**src/rtl/regfile_scoreboard_if.sv**
```systemverilog
// Bundle of the ID-stage register-file signals: read ports, writeback, issue and flush.
// master drives addresses/writeback/issue and consumes data/hazard flags; slave is the register file.
interface regfile_scoreboard_if #(
  parameter int DATA_W = 32,
  parameter int ADDR_W = 5,
  parameter int NUM_RD = 2
);
  logic [NUM_RD*ADDR_W-1:0] rd_addr;
  logic [NUM_RD-1:0]        rd_use;
  logic [NUM_RD*DATA_W-1:0] rd_data;
  logic [NUM_RD-1:0]        rd_busy;
  logic                     stall;
  logic                     rd_equal;
  logic                     wr_en;
  logic [ADDR_W-1:0]        wr_addr;
  logic [DATA_W-1:0]        wr_data;
  logic                     issue_en;
  logic [ADDR_W-1:0]        issue_addr;
  logic                     sb_clear;

  // No valid/ready pairs here: wr_en, issue_en and sb_clear are single-cycle strobes
  // that are always accepted at the next posedge; reads are combinational with no handshake.
  modport master (
    output rd_addr, rd_use, wr_en, wr_addr, wr_data, issue_en, issue_addr, sb_clear,
    input  rd_data, rd_busy, stall, rd_equal
  );

  modport slave (
    input  rd_addr, rd_use, wr_en, wr_addr, wr_data, issue_en, issue_addr, sb_clear,
    output rd_data, rd_busy, stall, rd_equal
  );
endinterface

```
**src/rtl/regfile_scoreboard.sv**
```systemverilog
// ID-stage register file: NUM_RD combinational read ports with write-through bypass,
// one posedge write port, and a per-register busy scoreboard feeding the hazard unit.
module regfile_scoreboard #(
  parameter int DATA_W   = 32,
  parameter int ADDR_W   = 5,
  parameter int NUM_RD   = 2,
  parameter int ZERO_REG = 1
) (
  input logic                clk,
  input logic                reset_n,
  regfile_scoreboard_if.slave bus
);
  localparam int DEPTH = 2**ADDR_W;

  logic [DATA_W-1:0] r_regs [DEPTH];
  logic [DEPTH-1:0]  r_busy;
  logic [DEPTH-1:0]  w_busy_nxt;
  logic              w_wr_zero;
  logic              w_wr_legal;
  logic              w_wr_live;
  logic              w_issue_legal;

  assign w_wr_zero     = (ZERO_REG != 0) && (bus.wr_addr == '0);
  // Gating on reset_n keeps the bypass from leaking a lost write while reset is held.
  assign w_wr_live     = bus.wr_en & reset_n;
  assign w_wr_legal    = w_wr_live & ~w_wr_zero;
  assign w_issue_legal = bus.issue_en & ~((ZERO_REG != 0) && (bus.issue_addr == '0));

  always_ff @(posedge clk or negedge reset_n) begin
    if (!reset_n) begin
      for (int i = 0; i < DEPTH; i++) r_regs[i] <= '0;
    end else if (w_wr_legal) begin
      r_regs[bus.wr_addr] <= bus.wr_data;
    end
  end

  // Flush first, then writeback clears, then issue sets: a new producer beats an old one.
  always_comb begin
    w_busy_nxt = bus.sb_clear ? '0 : r_busy;
    if (bus.wr_en) w_busy_nxt[bus.wr_addr] = 1'b0;
    if (w_issue_legal) w_busy_nxt[bus.issue_addr] = 1'b1;
  end

  always_ff @(posedge clk or negedge reset_n) begin
    if (!reset_n) r_busy <= '0;
    else          r_busy <= w_busy_nxt;
  end

  for (genvar k = 0; k < NUM_RD; k++) begin : g_rd
    logic [ADDR_W-1:0] w_addr;
    logic              w_is_zero;
    logic              w_hit;

    assign w_addr    = bus.rd_addr[k*ADDR_W +: ADDR_W];
    assign w_is_zero = (ZERO_REG != 0) && (w_addr == '0);
    assign w_hit     = w_wr_live && (bus.wr_addr == w_addr);

    assign bus.rd_data[k*DATA_W +: DATA_W] = w_is_zero            ? '0 :
                                             (w_hit & w_wr_legal) ? bus.wr_data :
                                                                    r_regs[w_addr];
    assign bus.rd_busy[k] = r_busy[w_addr] & ~w_hit & ~w_is_zero;
  end

  assign bus.stall    = |(bus.rd_use & bus.rd_busy);
  assign bus.rd_equal = (bus.rd_data[0 +: DATA_W] == bus.rd_data[DATA_W +: DATA_W]);
endmodule
```
**src/flat_wrapper.sv**
```systemverilog
// flat-port wrapper written by rule: the top's interface ports become plain ports
module regfile_scoreboard_flat 
#(
  parameter int DATA_W   = 32,
  parameter int ADDR_W   = 5,
  parameter int NUM_RD   = 2,
  parameter int ZERO_REG = 1
)
  (clk, reset_n, bus_rd_addr, bus_rd_use, bus_wr_en, bus_wr_addr, bus_wr_data, bus_issue_en, bus_issue_addr, bus_sb_clear, bus_rd_data, bus_rd_busy, bus_stall, bus_rd_equal);
  regfile_scoreboard_if #(.DATA_W(DATA_W), .ADDR_W(ADDR_W), .NUM_RD(NUM_RD)) bus_i ();
  input logic clk;
  input logic reset_n;
  input wire logic [$bits(bus_i.rd_addr)-1:0] bus_rd_addr;
  input wire logic [$bits(bus_i.rd_use)-1:0] bus_rd_use;
  input wire logic [$bits(bus_i.wr_en)-1:0] bus_wr_en;
  input wire logic [$bits(bus_i.wr_addr)-1:0] bus_wr_addr;
  input wire logic [$bits(bus_i.wr_data)-1:0] bus_wr_data;
  input wire logic [$bits(bus_i.issue_en)-1:0] bus_issue_en;
  input wire logic [$bits(bus_i.issue_addr)-1:0] bus_issue_addr;
  input wire logic [$bits(bus_i.sb_clear)-1:0] bus_sb_clear;
  output wire logic [$bits(bus_i.rd_data)-1:0] bus_rd_data;
  output wire logic [$bits(bus_i.rd_busy)-1:0] bus_rd_busy;
  output wire logic [$bits(bus_i.stall)-1:0] bus_stall;
  output wire logic [$bits(bus_i.rd_equal)-1:0] bus_rd_equal;
  assign bus_i.rd_addr = bus_rd_addr;
  assign bus_i.rd_use = bus_rd_use;
  assign bus_i.wr_en = bus_wr_en;
  assign bus_i.wr_addr = bus_wr_addr;
  assign bus_i.wr_data = bus_wr_data;
  assign bus_i.issue_en = bus_issue_en;
  assign bus_i.issue_addr = bus_issue_addr;
  assign bus_i.sb_clear = bus_sb_clear;
  assign bus_rd_data = bus_i.rd_data;
  assign bus_rd_busy = bus_i.rd_busy;
  assign bus_stall = bus_i.stall;
  assign bus_rd_equal = bus_i.rd_equal;
  regfile_scoreboard #(.DATA_W(DATA_W), .ADDR_W(ADDR_W), .NUM_RD(NUM_RD), .ZERO_REG(ZERO_REG)) u_core (.clk(clk), .reset_n(reset_n), .bus(bus_i));
endmodule
```
**config.mk**
```make
export PLATFORM = sky130hd
export DESIGN_NAME = regfile_scoreboard_flat
export DESIGN_NICKNAME = d
export VERILOG_FILES = /design/src/rtl/regfile_scoreboard_if.sv /design/src/rtl/regfile_scoreboard.sv /design/src/flat_wrapper.sv
export SDC_FILE = /design/constraint.sdc
export NUM_CORES = 2
export LEC_CHECK = 0
export ABC_AREA = 1
export ABC_CLOCK_PERIOD_IN_PS = 7750
export CAP_MARGIN = 20
export CELL_PAD_IN_SITES_DETAIL_PLACEMENT = 1
export CELL_PAD_IN_SITES_GLOBAL_PLACEMENT = 1
export CORE_ASPECT_RATIO = 2
export CORE_MARGIN = 2
export CORE_UTILIZATION = 35
export DETAILED_ROUTE_END_ITERATION = 10
export GPL_TIMING_DRIVEN = 1
export MAX_ROUTING_LAYER = met4
export PLACE_DENSITY = 0.7
export SYNTH_ARGS = -nofsm -noshare
export SYNTH_HDL_FRONTEND = slang
export SYNTH_SLANG_ARGS = --single-unit
```
**constraint.sdc**
```tcl
create_clock -name clk -period 7.75 [get_ports clk]
set_clock_uncertainty 0.05 [all_clocks]
set_input_delay 1.55 -clock clk [delete_from_list [all_inputs] [get_ports clk]]
set_output_delay 1.55 -clock clk [all_outputs]
set_load 0.005 [all_outputs]
```
==> summary.md <==
| Metric | Value |
|---|---|
| Run status | `finished, final reports clean` |
| DRT Pass-1 Iters | `5` |
| FF+latch count, synth | `1056` |
| Post-synth ARST share | `1.000` |
| CTS sink cnt | `~1100` |
| Final Max Slew Viols | `0` |
| Cells after Synth | `9125` |
| Routed Antenna Nets | `0` |
| CP top delay family | `simple AND/OR/NAND/NOR gates` |
| Final wirelength | `292700 um` |
| CP endpoint | `bus_rd_equal` |
| Initial Util | `0.3525` |
| Pleak | `31.79 nW` |
| CP max stage delay | `0.60 ns` |
| I/O Buffers | `126` |
| Synthesized Nets | `9184` |
| Synth Area per Inst | `6.755 um^2` |
| Worst Setup Path Type | `input pin to output pin` |
| Sequential area share after synthesis | `0.4287` |
| Hold Buf Count CTS | `0` |
| Worst path cell trace | `clkdlybuf4s50_1 -> nand2_1 -> inv_2 -> o21ai_0 -> nor2_4 -> nand3_4 -> buf_12 -> o21ai_0 -> inv_1 -> nand2_1 -> inv_2 -> nand2_1 -> nand2_1 -> nor2_1 -> nand2_1 -> nor2_2 -> nand2_1 -> nor2_1 -> clkdlybuf4s50_1` |
| Peak VDD IR | `0.1669 mV` |
| DR iter-0 viols | `5556` |
| Vias in the first global route | `66930` |
| H-tree Lvls | `3` |
| Final-stage net count | `8810` |
| Post-synth top area cell | `dfrtp_1` |
| FP Rows | `217` |
| Synth top area share | `0.4287` |
| Syn-to-layout area delta | `10.99%` |
| Ranking of synthesized cells by area | `dfrtp_1 43%, nand2_1 17%, o21ai_0 12%` |
| Slew HR | `0.2751` |
| Compound-cell area share of the yosys netlist | `0.1580` |
| Filler cells | `22170` |
| Layout cells sized above 1 | `0.06159` |
| Worst r2r path cells | `2` |
| Power consumption | `0.01524 W` |
| CTS Buf Count | `between 100 and 150` |
| Slew @ Worst Pin | `1.087 ns` |
| Clock Latency Late Sink | `0.75 ns` |
| Core Box Area | `between 150000 and 200000 um^2` |
| CTS tree | `yes` |
| Initial antenna violation count | `6` |
| Slowest-stage cell, CP | `clkdlybuf4s50_1` |
| Final instance count without filler cells | `11140` |
| Utilization after layout | `0.3913` |
| CP Depth | `19` |
| Syn. warnings | `0` |
| First-pass GRT wire length | `around 430000 um` |
| Synthesized cell area | `61640 um^2` |
| Die ar. | `179700 um^2` |
| WP data arrival | `6.10 ns` |
| Setup violations, final | `0` |
| Largest net degree at the start of global routing | `139` |
| XOR/XNOR Fraction of Synth Area | `0.0002842` |
| Die Width | `300.8 um` |
| Buffers plus inverters on the worst setup path | `6` |
| Cell with the most instances after synthesis | `nand2_1` |
| Clock-pin slew on the worst setup and hold paths | `0.06 ns` |
| RR Endpoint | `u_core.r_regs[411]` |
| # DRC | `0` |
| Synth top cells by count | `2752 x nand2_1, 1507 x o21ai_0, 1319 x nand3_1, 1056 x dfrtp_1, 782 x inv_1` |
| Distinct cells, synth | `31` |
| Final hold viol count | `0` |
| Critical path launch point | `bus_wr_en` |
| Pwr dens | `between 200 and 250 nW/um^2` |
| Largest fanout on the critical path | `37` |
| Post-synth EDFFs | `0` |
| Largest family of logic cells by synthesized area | `simple AND/OR/NAND/NOR gates` |
| Post-route clock period utilization | `0.9941` |
| Cells after DPL | `10940` |
| Setup TNS Final | `0 ns` |
| DP HPWL | `170000 um` |
| Routed vias/inst | `approximately 5.8` |
| Tot GR Track Use | `0.3303` |
| Adder-cell share of the synthesized area | `0` |
| Placer Congestion | `0.8705` |
| Number of max-cap violations | `0` |
| Overflow after GRT | `0` |
| Crit start category | `input pin` |
| Hold WS | `between 0.3 and 0.4 ns` |
| Die height | `597.5 um` |
| Min Clock Period, post-route | `7.704 ns` |
| Crit Reg-Reg Startpoint | `u_core.r_regs[411]` |
| Reg-to-reg setup timing slack | `~6.9 ns` |
| Ys flop type | `dfrtp_1` |
| CP endpoint kind | `output pin` |
| Fmax | `129.8 MHz` |
| Worst EP required | `6.15 ns` |
| Post-synthesis simple-gate area fraction | `0.3100` |
| Clock root cell | `clkbuf_16` |
| Vias | `about 64000` |
| Ports | `127` |
| Cell mode on critical path | `nand2_1` |
| Multiplexer share of the synthesized area | `0` |
| Worst min path class | `flop to flop` |
| CTS max path bufs | `3` |
| Wire per inst | `26.28 um` |
| RSZ-0062 raised after global routing | `no` |
-- final cells by class --
class                   instances  area (um^2)  share of cell area
inverters                     821         3122             0.04563
clock buffers                 159         3234             0.04727
flip-flops and latches       1056        26430              0.3862
diodes                          5        12.51           0.0001829
clock inverters                31        381.6            0.005578
multi-input cells            6464        29140              0.4259
repair buffers                302         3227             0.04716
well taps                    2299         2877             0.04204
-- timing repair --
action                                 in CTS  in global routing
buffers inserted                            0                  2
endpoints found under the hold margin       0                  0
resized for setup                           0                  2
setup endpoints to repair                   0                  1
-- layout by cell type (no fill, tap or decap), drive strengths merged, types with 15 or more instances in the layout --
cell type	count
nand2	2756
o21ai	1529
nand3	1324
dfrtp	1056
inv	826
nor2	361
a21oi	283
buf	186
clkbuf	160
clkdlybuf4s50	115
or2	95
o211ai	81
clkinv	15
nor3	15
-- report_power, final --
part / internal (W) / switching (W) / total (W) / leakage (nW)
logic: 0.000988 / 0.00198 / 0.00297 / 15.9
registers: 0.00619 / 0.000520 / 0.00671 / 14.1
clock network: 0.00311 / 0.00246 / 0.00556 / 1.78
-- stage by stage --
step	instance area, um^2	setup slack, ns
2_1_floorplan	61640	2.911
3_3_place_gp	64700	0.1206
3_5_place_dp	64700	0.06283
4_1_cts	68320	0.05709
5_1_grt	68420	0.004286
6_report	68420	0.04598
-- worst reg2reg max path: cells and delay by family (launching register included) --
kind | cells | cell delay (ns)
flops | 1 | 0.44
compound gates | 1 | 0.08
simple gates | 1 | 0.09
-- kinds of logic after synthesis --
kind of cell,Yosys count
DFF,1056
xor gates and xnor gates,2
and+or+nand+nor,4559
buffers and inverters,1606
AOI/OAI and AO/OA,1902
-- worst min-delay path by stage --
stage | to | depth (start not counted) | slack [ns] | startpoint
detailed placement | u_core.r_regs[1005] | 0 | 0.33 | u_core.r_regs[1005]
floorplan | u_core.r_regs[1001] | 1 | 0.39 | u_core.r_regs[1001]
global route | u_core.r_regs[999] | 0 | 0.36 | u_core.r_regs[999]
CTS | u_core.r_regs[1001] | 0 | 0.35 | u_core.r_regs[1001]
global placement | u_core.r_regs[1007] | 0 | 0.33 | u_core.r_regs[1007]
finish | u_core.r_regs[1005] | 0 | 0.35 | u_core.r_regs[1005]
-- per-layer routing --
layer / part of all wire / GRT usage
met2: 0.49 / 0.5533
met3: 0.057 / 0.04115
met1: 0.38 / 0.3718
met5: 0 / -
met4: 0.074 / 0.2089
-- sequential cells by signal, summed over array words and instances (netlist names) --
signal	flops
u_core.r_busy	32
u_core.r_regs	1024
No activity file was read; power rests on OpenSTA's default activity.
